<file path="config.mk">
export PLATFORM = sky130hd
export DESIGN_NAME = periph_rx_buffer
export DESIGN_NICKNAME = d
export VERILOG_FILES = /design/src/rtl/comm_pkg.sv /design/src/rtl/rx_fifo.sv /design/src/rtl/periph_rx_buffer.sv
export SDC_FILE = /design/constraint.sdc
export NUM_CORES = 1
export LEC_CHECK = 0
export ABC_AREA = 1
export CAP_MARGIN = 15
export CORE_MARGIN = 2
export CORE_UTILIZATION = 47
export CTS_CLUSTER_DIAMETER = 30
export CTS_CLUSTER_SIZE = 8
export DETAILED_ROUTE_END_ITERATION = 16
export PLACE_DENSITY = 0.79
export SYNTH_ARGS = -nofsm -noshare
export SYNTH_HDL_FRONTEND = slang
export SYNTH_SLANG_ARGS = --single-unit
export TNS_END_PERCENT = 100
</file>
<file path="constraint.sdc">
create_clock -name clock -period 1.6 [get_ports clock]
set_clock_uncertainty 0.1 [all_clocks]
set_input_delay 0.24 -clock clock [delete_from_list [all_inputs] [get_ports clock]]
set_output_delay 0.24 -clock clock [all_outputs]
set_load 0.1 [all_outputs]
</file>
<file path="src/rtl/comm_pkg.sv">
// Shared handshake definitions for the CPU-side sender and the peripheral receiver.
package comm_pkg;

    // Four-phase handshake encodings on send/ack
    localparam logic [1:0] HS_IDLE = 2'b00;
    localparam logic [1:0] HS_REQ  = 2'b01;

    // Receiver handshake states
    typedef enum logic {
        IDLE  = 1'b0,
        ACKED = 1'b1
    } rx_state_t;

endpackage : comm_pkg

</file>
<file path="src/rtl/rx_fifo.sv">
// Small show-ahead FIFO: power-of-two depth, registered count, head gated to 0 when empty.
module rx_fifo #(
    parameter int unsigned DATA_W = 2,
    parameter int unsigned DEPTH  = 4
) (
    input  logic                       clk,
    input  logic                       rst_n,
    input  logic                       push_i,
    input  logic [DATA_W-1:0]          wdata_i,
    input  logic                       pop_i,
    output logic [DATA_W-1:0]          rdata_o,
    output logic                       valid_o,
    output logic                       full_o,
    output logic [$clog2(DEPTH+1)-1:0] count_o
);

    localparam int unsigned PTR_W = $clog2(DEPTH);
    localparam int unsigned CNT_W = $clog2(DEPTH + 1);

    logic [DATA_W-1:0] mem_q [DEPTH];
    logic [PTR_W-1:0]  wr_ptr_q, wr_ptr_d;
    logic [PTR_W-1:0]  rd_ptr_q, rd_ptr_d;
    logic [CNT_W-1:0]  count_q, count_d;
    logic              push_ok_c;
    logic              pop_ok_c;

    assign full_o    = (count_q == CNT_W'(DEPTH));
    assign valid_o   = (count_q != '0);
    assign push_ok_c = push_i && !full_o;
    assign pop_ok_c  = pop_i && valid_o;
    assign rdata_o   = valid_o ? mem_q[rd_ptr_q] : '0;
    assign count_o   = count_q;

    // Pointer and occupancy update; pointers wrap naturally at DEPTH
    always_comb begin
        wr_ptr_d = wr_ptr_q;
        rd_ptr_d = rd_ptr_q;
        count_d  = count_q;
        if (push_ok_c) begin
            wr_ptr_d = wr_ptr_q + PTR_W'(1);
        end
        if (pop_ok_c) begin
            rd_ptr_d = rd_ptr_q + PTR_W'(1);
        end
        case ({push_ok_c, pop_ok_c})
            2'b10:   count_d = count_q + CNT_W'(1);
            2'b01:   count_d = count_q - CNT_W'(1);
            default: count_d = count_q;
        endcase
    end

    // Control registers
    always_ff @(posedge clk or negedge rst_n) begin
        if (!rst_n) begin
            wr_ptr_q <= '0;
            rd_ptr_q <= '0;
            count_q  <= '0;
        end else begin
            wr_ptr_q <= wr_ptr_d;
            rd_ptr_q <= rd_ptr_d;
            count_q  <= count_d;
        end
    end

    // Storage array; contents need no reset because the head is gated when empty
    always_ff @(posedge clk) begin
        if (push_ok_c) begin
            mem_q[wr_ptr_q] <= wdata_i;
        end
    end

endmodule : rx_fifo

</file>
<file path="src/rtl/periph_rx_buffer.sv">
// Peripheral side of the send/ack handshake: synchronizes send, captures dadoT into a FIFO,
// and presents queued items as a valid/ready stream.
module periph_rx_buffer
    import comm_pkg::*;
#(
    parameter int unsigned DATA_W      = 2,
    parameter int unsigned DEPTH       = 4,
    parameter int unsigned SYNC_STAGES = 2
) (
    input  logic                       clock,
    input  logic                       reset,
    input  logic [1:0]                 send,
    input  logic [DATA_W-1:0]          dadoT,
    output logic [1:0]                 ack,
    output logic [DATA_W-1:0]          dado_out,
    output logic                       dado_valid,
    input  logic                       dado_ready,
    output logic [$clog2(DEPTH+1)-1:0] count,
    output logic                       proto_err
);

    logic [SYNC_STAGES-1:0][1:0] sync_q;
    logic [1:0]                  send_s;
    logic                        req_s;
    logic                        err_s;

    rx_state_t  state_q, state_d;
    logic [1:0] ack_q, ack_d;
    logic       proto_err_q, proto_err_d;
    logic       push_c;
    logic       full_c;

    // Multi-flop synchronizer on both send bits; decisions only use the last stage
    always_ff @(posedge clock or negedge reset) begin
        if (!reset) begin
            sync_q <= '0;
        end else begin
            sync_q <= {sync_q[SYNC_STAGES-2:0], send};
        end
    end

    assign send_s = sync_q[SYNC_STAGES-1];
    assign req_s  = (send_s == HS_REQ);
    assign err_s  = send_s[1];

    // Handshake state, registered ack and sticky protocol error
    always_ff @(posedge clock or negedge reset) begin
        if (!reset) begin
            state_q     <= IDLE;
            ack_q       <= HS_IDLE;
            proto_err_q <= 1'b0;
        end else begin
            state_q     <= state_d;
            ack_q       <= ack_d;
            proto_err_q <= proto_err_d;
        end
    end

    // Next state: capture once per request, hold off while full, re-arm when request drops
    always_comb begin
        state_d     = state_q;
        push_c      = 1'b0;
        ack_d       = HS_IDLE;
        proto_err_d = proto_err_q | err_s;
        case (state_q)
            IDLE: begin
                if (req_s && !full_c) begin
                    push_c  = 1'b1;
                    state_d = ACKED;
                end
            end
            ACKED: begin
                if (!req_s) begin
                    state_d = IDLE;
                end
            end
            default: state_d = IDLE;
        endcase
        if (state_d == ACKED) begin
            ack_d = HS_REQ;
        end
    end

    rx_fifo #(
        .DATA_W (DATA_W),
        .DEPTH  (DEPTH)
    ) u_rx_fifo (
        .clk     (clock),
        .rst_n   (reset),
        .push_i  (push_c),
        .wdata_i (dadoT),
        .pop_i   (dado_ready),
        .rdata_o (dado_out),
        .valid_o (dado_valid),
        .full_o  (full_c),
        .count_o (count)
    );

    assign ack       = ack_q;
    assign proto_err = proto_err_q;

endmodule : periph_rx_buffer

</file>
==> impl_metrics.yaml, run 1 <==
cts:
  cts_root_buf: "clkbuf_4"
  cts_num_sinks: 21
  cts_inserted_buffers: 3
  clock_latency_ps: 310
  cts_tree: "built"
  clkTransAtPathRegs_ps: 120
  h-tree-depth: 1
  clk_path_buf_depth: 2
setup_path:
  crit_path_start_kind: "flop"
  critPathCaptureType: "output pin"
  cp_common_cell: "inv_6"
  cp_max_fo: 3
  cp.required_ps: 1260
  worstPathArrival_ps: 1400
  max_stage_delay_ps: 520
  worstPathCellList: "inv_6 > nand3_4 > buf_6 > inv_6 > a21oi_4 > buf_12"
  criticalPathCategory: "flop to output pin"
  cpMaxStageDelayCell: "dfrtp_4"
timing:
  setup-tns-final_ps: -583
  period_share_pct: 109
  setup_slack_ps: -139
  hold_viol_final: 0
  setup_viol_count_final: 5
  holdWs_ps: 42.9
  finalMaxSlewViolations: 0
  rsz0062_at_grt: "true"
  fin_crit_ps: 1740
  fmaxAchievable_mhz: 575
floorplanning:
  die_w_um: 51.3
  num_rows: 17
  ios: 16
  dieHeight_um: 51.3
  core_um2: 2170
  die_area_um2: 2630
  start_util_pct: 48.4
routing:
  routed_wl_um: 1800
  drc: 0
  dr.first_iter.drc_count: 5
  dr.pass1.iters: 4
  via_per_inst: 4.53
  via_count: 725
  wl_per_cell_um: 11.2
  ant_nets: 0
grt:
  overflow: 0
  grt_pass1_wl_um: 3240
  grt_use_met2_pct: 30.5
  grt.total_usage_pct: 16.9
  grtUsageMet1_pct: 19.0
  grt_pass1_vias: 734
  grt_max_degree: 13
  grtUsageMet3_pct: 5.26
  grt.busiest_layer: "met2"
  antenna_found_initial: 0
yosys:
  yosysWarnings: 0
  synth_cells: 104
  synthXorXnorAreaFrac_pct: 1.67
  ys_types: 23
  syn_avg_cell_area_um2: 10.1
  seq_area_frac_synth_pct: 53.8
  synthSimpleGateAreaFrac_pct: 21.2
  muxShareOfSynthArea_pct: 0
  synth_compound_area_share_pct: 2.74
  synth_fa_ha_area_share_pct: 7.86
  syn_area_um2: 1050
  synth_top_family_by_area: "simple AND/OR/NAND/NOR gates"
  syn_nets: 117
  ys_ff_latch: 21
final_layout:
  final_core_util_pct: 68.4
  diodes: 0
  drive_gt1_share_pct: 37.9
  final_common_cell: "inv_1"
  mostFrequentLayoutCells: "inv_1, nand2_1, buf_4"
  nNetsFinal: 146
  fin_cells: 160
  area_delta_synth_final_pct: 41.2
outcome:
  violations: "setup timing"
  status: "complete, but fails checks"
place:
  dp.cells: 153
  routabilityCongestion: 0.857
  portBuffers: 14
  hpwl_um: 1460
worst_hold_path:
  hold_path_class: "primary input to async pin"
flow_run:
  drv_cap: 0
[registers in the layout (all words and copies together) (netlist names)]
register / cells
ack: 1
sync_q: 2
u_rx_fifo.count_o: 3
send_s: 2
proto_err: 1
u_rx_fifo.wr_ptr_q: 2
u_rx_fifo.rd_ptr_q: 2
u_rx_fifo.mem_q: 8
[cells in the mapped netlist, drive strengths merged]
master | count | area [µm²]
a21oi | 2 | 10.0
buf | 3 | 26.3
conb | 1 | 3.75
dfrtp | 13 | 325
edfxtp | 8 | 240
fa | 1 | 20.0
ha | 5 | 62.6
inv | 27 | 104
nand2 | 21 | 88.8
nand3 | 9 | 82.6
nand4 | 3 | 18.8
nor2 | 5 | 26.3
o21ai | 3 | 18.8
or2 | 1 | 6.26
xnor2 | 2 | 17.5
[worst max-delay path: cells and delay by family, from the launching register on]
kind | cells | cell delay (ps)
simple gates | 1 | 90
flops | 1 | 520
compound gates | 1 | 40
buf+inv | 4 | 450
[final cells by class]
| type | instances | area, µm² |
|---|---|---|
| multi-input combinational | 53 | 398 |
| sequential | 21 | 578 |
| inverter | 27 | 124 |
| tap | 28 | 35.0 |
| clock inverter | 1 | 5.00 |
| timing repair buffer | 27 | 322 |
| fill | 172 | 686 |
| clock buffer | 3 | 22.5 |
[cells by family (layout without fill, tap and decap cells)]
family,after synthesis,after routing
simple gates,39,39
buf+inv,30,58
flops,21,21
fa+ha+maj,6,6
compound gates,5,5
xor+xnor,2,2
other cells,1,1
[path summary, 6_finish.rpt]
kind	from	to	slack (ps)	cells after the start
setup / recovery	u_rx_fifo.count_o[1]	dado_out[1]	-140	6
hold / removal	reset	u_rx_fifo.count_o[0]	40	1
setup reg to reg	u_rx_fifo.count_o[1]	u_rx_fifo.count_o[2]	-140	10
hold reg to reg	sync_q[1]	send_s[1]	270	0
max in group asynchronous	reset	u_rx_fifo.rd_ptr_q[1]	960	2
min in group clock	send[1]	sync_q[1]	250	1
[stage by stage]
| step | setup slack (ps) | cell area [µm²] |
|---|---|---|
| 5_1_grt | -239 | 1480 |
| 3_5_place_dp | -372 | 1410 |
| 6_report | -139 | 1480 |
| 3_3_place_gp | -294 | 1410 |
| 4_1_cts | -154 | 1470 |
| 2_1_floorplan | -615 | 1100 |
[repair_timing]
action                     in CTS  in global routing
hold buffers                    0                  0
gates resized for setup         9                  1
setup buffers                   2                  1
cloned                          0                  0
hold endpoints to repair        0                  0
pin swaps                       1                  1
setup endpoints to repair       5                  5
[layer usage]
| metal | wire [µm] | vias to the layer above |
|---|---|---|
| li1 | - | 368 |
| met1 | 747 | 339 |
| met2 | 974 | 16 |
| met3 | 68 | 2 |
| met4 | 5 | 0 |
| met5 | 0 | - |
Power of run 1 is left out: the tool's default activity adds up to more than one toggle a clock period on the data nets, which glitch-free logic cannot reach.
==> inputs of run 2 (changes only) <==
CORE_UTILIZATION = 54   (was 47)
DONT_BUFFER_PORTS = 1   (was unset)
PLACE_DENSITY = 0.77   (was 0.79)
SLEW_MARGIN = 20   (was unset)
==> run 2 against run 1 <==
Die area decreased by 12%. Non-clock buffer count increased by 2. The run still ends with setup timing left. Critical path depth unchanged. First-iteration DRC count increased by 100%. Fmax decreased by 5.5%. Clock-buffer cell count unchanged.
==> impl_metrics.yaml, run 2 (synthesis gave the netlist of run 1 again) <==
grt:
  grt_pass1_vias: 669
  grt.busiest_layer: "met2"
  grt_use_met2_pct: 36.0
  overflow: 0
  grtUsageMet3_pct: 2.22
  grt_max_degree: 14
  grt.total_usage_pct: 21.7
  antenna_found_initial: 0
  grtUsageMet1_pct: 26.2
  grt_pass1_wl_um: 3110
outcome:
  violations: "setup timing"
  status: "complete, but fails checks"
final_layout:
  drive_gt1_share_pct: 44.0
  regMostFlops: "u_rx_fifo.mem_q"
  fill_cells: 97
  final_core_util_pct: 82.0
  largest_reg_flops: 8
  mostFrequentLayoutCells: "inv_1, buf_4, nand2_1"
  nNetsFinal: 148
  area_delta_synth_final_pct: 39.0
  diodes: 0
  fin_cells: 159
  seq_area_um2: 578
  multi_input_area_um2: 422
place:
  portBuffers: 0
  hpwl_um: 1300
  dp.cells: 140
  routabilityCongestion: 0.751
timing:
  fin_crit_ps: 1840
  finalMaxSlewViolations: 0
  fmaxAchievable_mhz: 543
  worstMarginPinSlew_ps: 604
  rsz0062_at_grt: "true"
  period_share_pct: 115
  hold_viol_final: 0
  setup_viol_count_final: 4
  slew_headroom_pct: 59.6
  setup-tns-final_ps: -912
  setup_slack_ps: -241
routing:
  dr.pass1.iters: 5
  routed_wl_um: 2280
  via_count: 774
  ant_nets: 0
  drc: 0
  via_per_inst: 4.87
  wl_per_cell_um: 14.3
  dr.first_iter.drc_count: 10
setup_path:
  criticalPathCategory: "flop to output pin"
  critPathCaptureType: "output pin"
  crit_buf_inv: 4
  cp_common_cell: "buf_12"
  worstPathCellList: "inv_6 > nand3_4 > buf_12 > inv_8 > a21oi_4 > buf_12"
  max_stage_delay_ps: 470
  cp.required_ps: 1260
  crit_family: "buffers and inverters"
  worstPathArrival_ps: 1500
  crit_path_start_kind: "flop"
  cp_max_fo: 3
  cpMaxStageDelayCell: "dfrtp_4"
cts:
  h-tree-depth: 1
  cts_tree: "built"
  clk_path_buf_depth: 2
  cts_root_buf: "clkbuf_4"
  cts_num_sinks: 21
  clock_latency_ps: 310
  clkTransAtPathRegs_ps: 120
  cts_inserted_buffers: 3
worst_hold_path:
  hold_path_class: "primary input to flop"
floorplanning:
  ios: 16
  die_area_um2: 2320
  core_um2: 1780
  dieHeight_um: 48.1
  num_rows: 15
  start_util_pct: 58.9
  die_w_um: 48.1
flow_run:
  drv_cap: 0
## run 2: cell count changes in the layout (fill, tap and decap cells not counted), sizes merged
cell	previous run	this run
clkdlybuf4s50	6	0
buf	21	23
dlygate4sd3	0	6
## run 2: cell type report
type | instances | area share [%]
Clock buffer | 3 | 1.54
Clock inverter | 1 | 0.342
Inverter | 27 | 8.82
Multi-Input combinational cell | 53 | 28.9
Sequential cell | 21 | 39.6
Tap cell | 25 | 2.14
Timing Repair Buffer | 29 | 18.8
## run 2: stage by stage
stage          setup slack [ps]  area (µm²)  hold WS (ps)
3_3_place_gp               -120        1240          -155
3_5_place_dp               -186        1240          -155
2_1_floorplan              -615        1100          -156
6_report                   -241        1460           163
5_1_grt                    -296        1460           162
4_1_cts                    -228        1430           137
## run 2: final timing paths
kind	from	end	slack, ps	cells past startpoint
setup / recovery	u_rx_fifo.count_o[0]	dado_out[1]	-240	6
hold / removal	dado_ready	u_rx_fifo.rd_ptr_q[1]	160	4
setup reg to reg	u_rx_fifo.count_o[0]	u_rx_fifo.count_o[2]	-220	10
hold reg to reg	sync_q[1]	send_s[1]	260	0
max in group asynchronous	reset	u_rx_fifo.count_o[1]	700	1
min in group asynchronous	reset	u_rx_fifo.count_o[0]	260	1
## run 2: worst reg2reg max path: stages (launching register included)
cell,delay (ps)
dfrtp_4,530
inv_6,90
nand3_4,90
nand3_4,90
ha_4,150
inv_4,40
fa_2,370
nand2_2,100
nand3_2,60
nand2_1,50
nand2_1,50
## run 2: what timing repair did
| action | in CTS | in global routing |
|---|---|---|
| gates resized for setup | 15 | 8 |
| endpoints found under the setup margin | 5 | 13 |
| hold buffers | 6 | 0 |
| buffers inserted | 7 | 4 |
| hold endpoints to repair | 24 | 0 |
| pin swaps | 4 | 8 |
| cloned | 0 | 0 |
## run 2: routing by layer
layer,share of wire [%],vias to the layer above,wire [µm]
met5,0,-,0
met2,54,15,1240
li1,-,374,-
met3,1.8,6,42
met4,3.3,0,75
met1,41,379,927
Power of run 2 is left out for the same reason.
==> inputs of run 3 (changes only) <==
--- a/config.mk
+++ b/config.mk
@@ -14,4 +14,5 @@
 export DETAILED_ROUTE_END_ITERATION = 16
 export DONT_BUFFER_PORTS = 1
+export HOLD_SLACK_MARGIN = 0.05
 export PLACE_DENSITY = 0.77
 export SLEW_MARGIN = 20
==> constraint.sdc (replaced) <==
create_clock -name clock -period 1.6 [get_ports clock]
set_clock_uncertainty 0.1 [all_clocks]
set_input_delay 0.4 -clock clock [delete_from_list [all_inputs] [get_ports clock]]
set_output_delay 0.4 -clock clock [all_outputs]
set_load 0.1 [all_outputs]
==> run 3 against run 2 <==
The flow still finishes with violations (setup timing). Non-clock buffer count is the same. Cell area increased by 0.68%. Worst setup slack got worse by 54 ps. Core utilization up 0.56 points. Sequential cell count did not move. Critical path depth unchanged. Die area unchanged. Via count decreased by 1.6%. Global-route usage fell by 1.2 points. Register-to-register slack worse by 40 ps. Fmax decreased by 2.8%. Clock-buffer cell count did not move. Critical path type unchanged. Critical endpoint is now dado_out[0]. Largest cell class unchanged.
==> impl_metrics.yaml, run 3 (synthesis gave the netlist of run 1 again) <==
setup_path:
  cp_max_fo: 3
  critPathCaptureType: "output pin"
  worstPathArrival_ps: 1390
  max_stage_delay_ps: 510
  worstPathCellList: "inv_4 > nand3_4 > buf_6 > inv_6 > a21oi_4 > buf_12"
  crit_path_start_kind: "flop"
  cp.required_ps: 1100
  criticalPathCategory: "flop to output pin"
  cpMaxStageDelayCell: "dfrtp_4"
grt:
  grt_max_degree: 14
  grt_pass1_wl_um: 3080
  antenna_found_initial: 0
  grt_pass1_vias: 746
  grt.total_usage_pct: 20.5
  overflow: 0
routing:
  dr.first_iter.drc_count: 9
  via_count: 762
  dr.pass1.iters: 4
  routed_wl_um: 2110
  drc: 0
  via_per_inst: 4.79
  wl_per_cell_um: 13.2
  ant_nets: 0
place:
  routabilityCongestion: 0.747
  hpwl_um: 1230
  portBuffers: 0
outcome:
  status: "complete, but fails checks"
  violations: "setup timing"
timing:
  hold_viol_final: 0
  fmaxAchievable_mhz: 528
  fin_crit_ps: 1890
  worstMarginPinSlew_ps: 587
  rsz0062_at_grt: "true"
  setup_slack_ps: -295
  period_share_pct: 118
  setup_viol_count_final: 6
  finalMaxSlewViolations: 0
  slew_headroom_pct: 60.7
cts:
  cts_inserted_buffers: 3
  clock_latency_ps: 310
  cts_tree: "built"
  clk_path_buf_depth: 2
  cts_root_buf: "clkbuf_4"
  cts_num_sinks: 21
  h-tree-depth: 1
  clkTransAtPathRegs_ps: 120
floorplanning:
  ios: 16
  die_area_um2: 2320
  num_rows: 15
  core_um2: 1780
  start_util_pct: 58.9
  die_w_um: 48.1
  dieHeight_um: 48.1
flow_run:
  drv_cap: 0
final_layout:
  drive_gt1_share_pct: 46.3
  largest_reg_flops: 8
  area_delta_synth_final_pct: 40.0
  diodes: 0
  nNetsFinal: 148
  final_core_util_pct: 82.5
  regMostFlops: "u_rx_fifo.mem_q"
  mostFrequentLayoutCells: "inv_1, buf_4, nand2_1"
worst_hold_path:
  hold_path_class: "primary input to flop"
==> run 3: final cells by class <==
| type | instances | area (µm²) |
|---|---|---|
| clock buffers | 3 | 22.5 |
| clock inverters | 1 | 5.00 |
| fillers | 98 | 312 |
| inverters | 27 | 119 |
| multi-input cells | 53 | 438 |
| flip-flops and latches | 21 | 578 |
| well taps | 25 | 31.3 |
| repair buffers | 29 | 278 |
==> run 3: final timing paths <==
check	from	endpoint	slack, ps	cells past startpoint
worst max-delay path	u_rx_fifo.count_o[0]	dado_out[0]	-290	6
worst min-delay path	dadoT[1]	u_rx_fifo.mem_q[0][1]	90	0
worst max register to register	u_rx_fifo.count_o[0]	u_rx_fifo.count_o[2]	-260	11
worst min register to register	sync_q[0]	send_s[0]	270	0
max in group asynchronous	reset	u_rx_fifo.count_o[2]	550	1
min in group asynchronous	reset	u_rx_fifo.rd_ptr_q[1]	420	1
==> run 3: metrics by stage <==
stage	setup slack (ps)	hold slack, ps	TNS (ps)	instances	cell area (µm²)
floorplan	-615	4.41	-2690	104	1100
global placement	-106	4.75	-165	144	1270
detailed placement	-168	4.74	-260	144	1270
CTS	-282	90.6	-1350	157	1450
global route	-351	73.3	-1820	159	1470
finish	-295	90.5	-1490	159	1470
==> run 3: repair_timing <==
item | 4_1_cts | 5_1_grt
endpoints found under the hold margin | 15 | 0
pin swaps | 4 | 5
setup endpoints to repair | 6 | 15
resized for setup | 21 | 5
setup buffers | 6 | 4
hold buffers | 3 | 0
==> run 3: metal layers <==
| metal | track usage [%] | vias up | routed length [µm] |
|---|---|---|---|
| met1 | 21.0 | 362 | 795 |
| met4 | 11.4 | 0 | 39 |
| met2 | 39.7 | 22 | 1210 |
| li1 | - | 374 | - |
| met5 | 0 | - | 0 |
| met3 | 2.59 | 4 | 57 |
==> run 3: critical path, delay by kind of cell, from the launching register on <==
family / cells / cell delay (ps)
buffers and inverters: 4 / 450
AOI/OAI and AO/OA: 1 / 30
and+or+nand+nor: 1 / 90
DFF: 1 / 510
Power of run 3 is left out for the same reason.
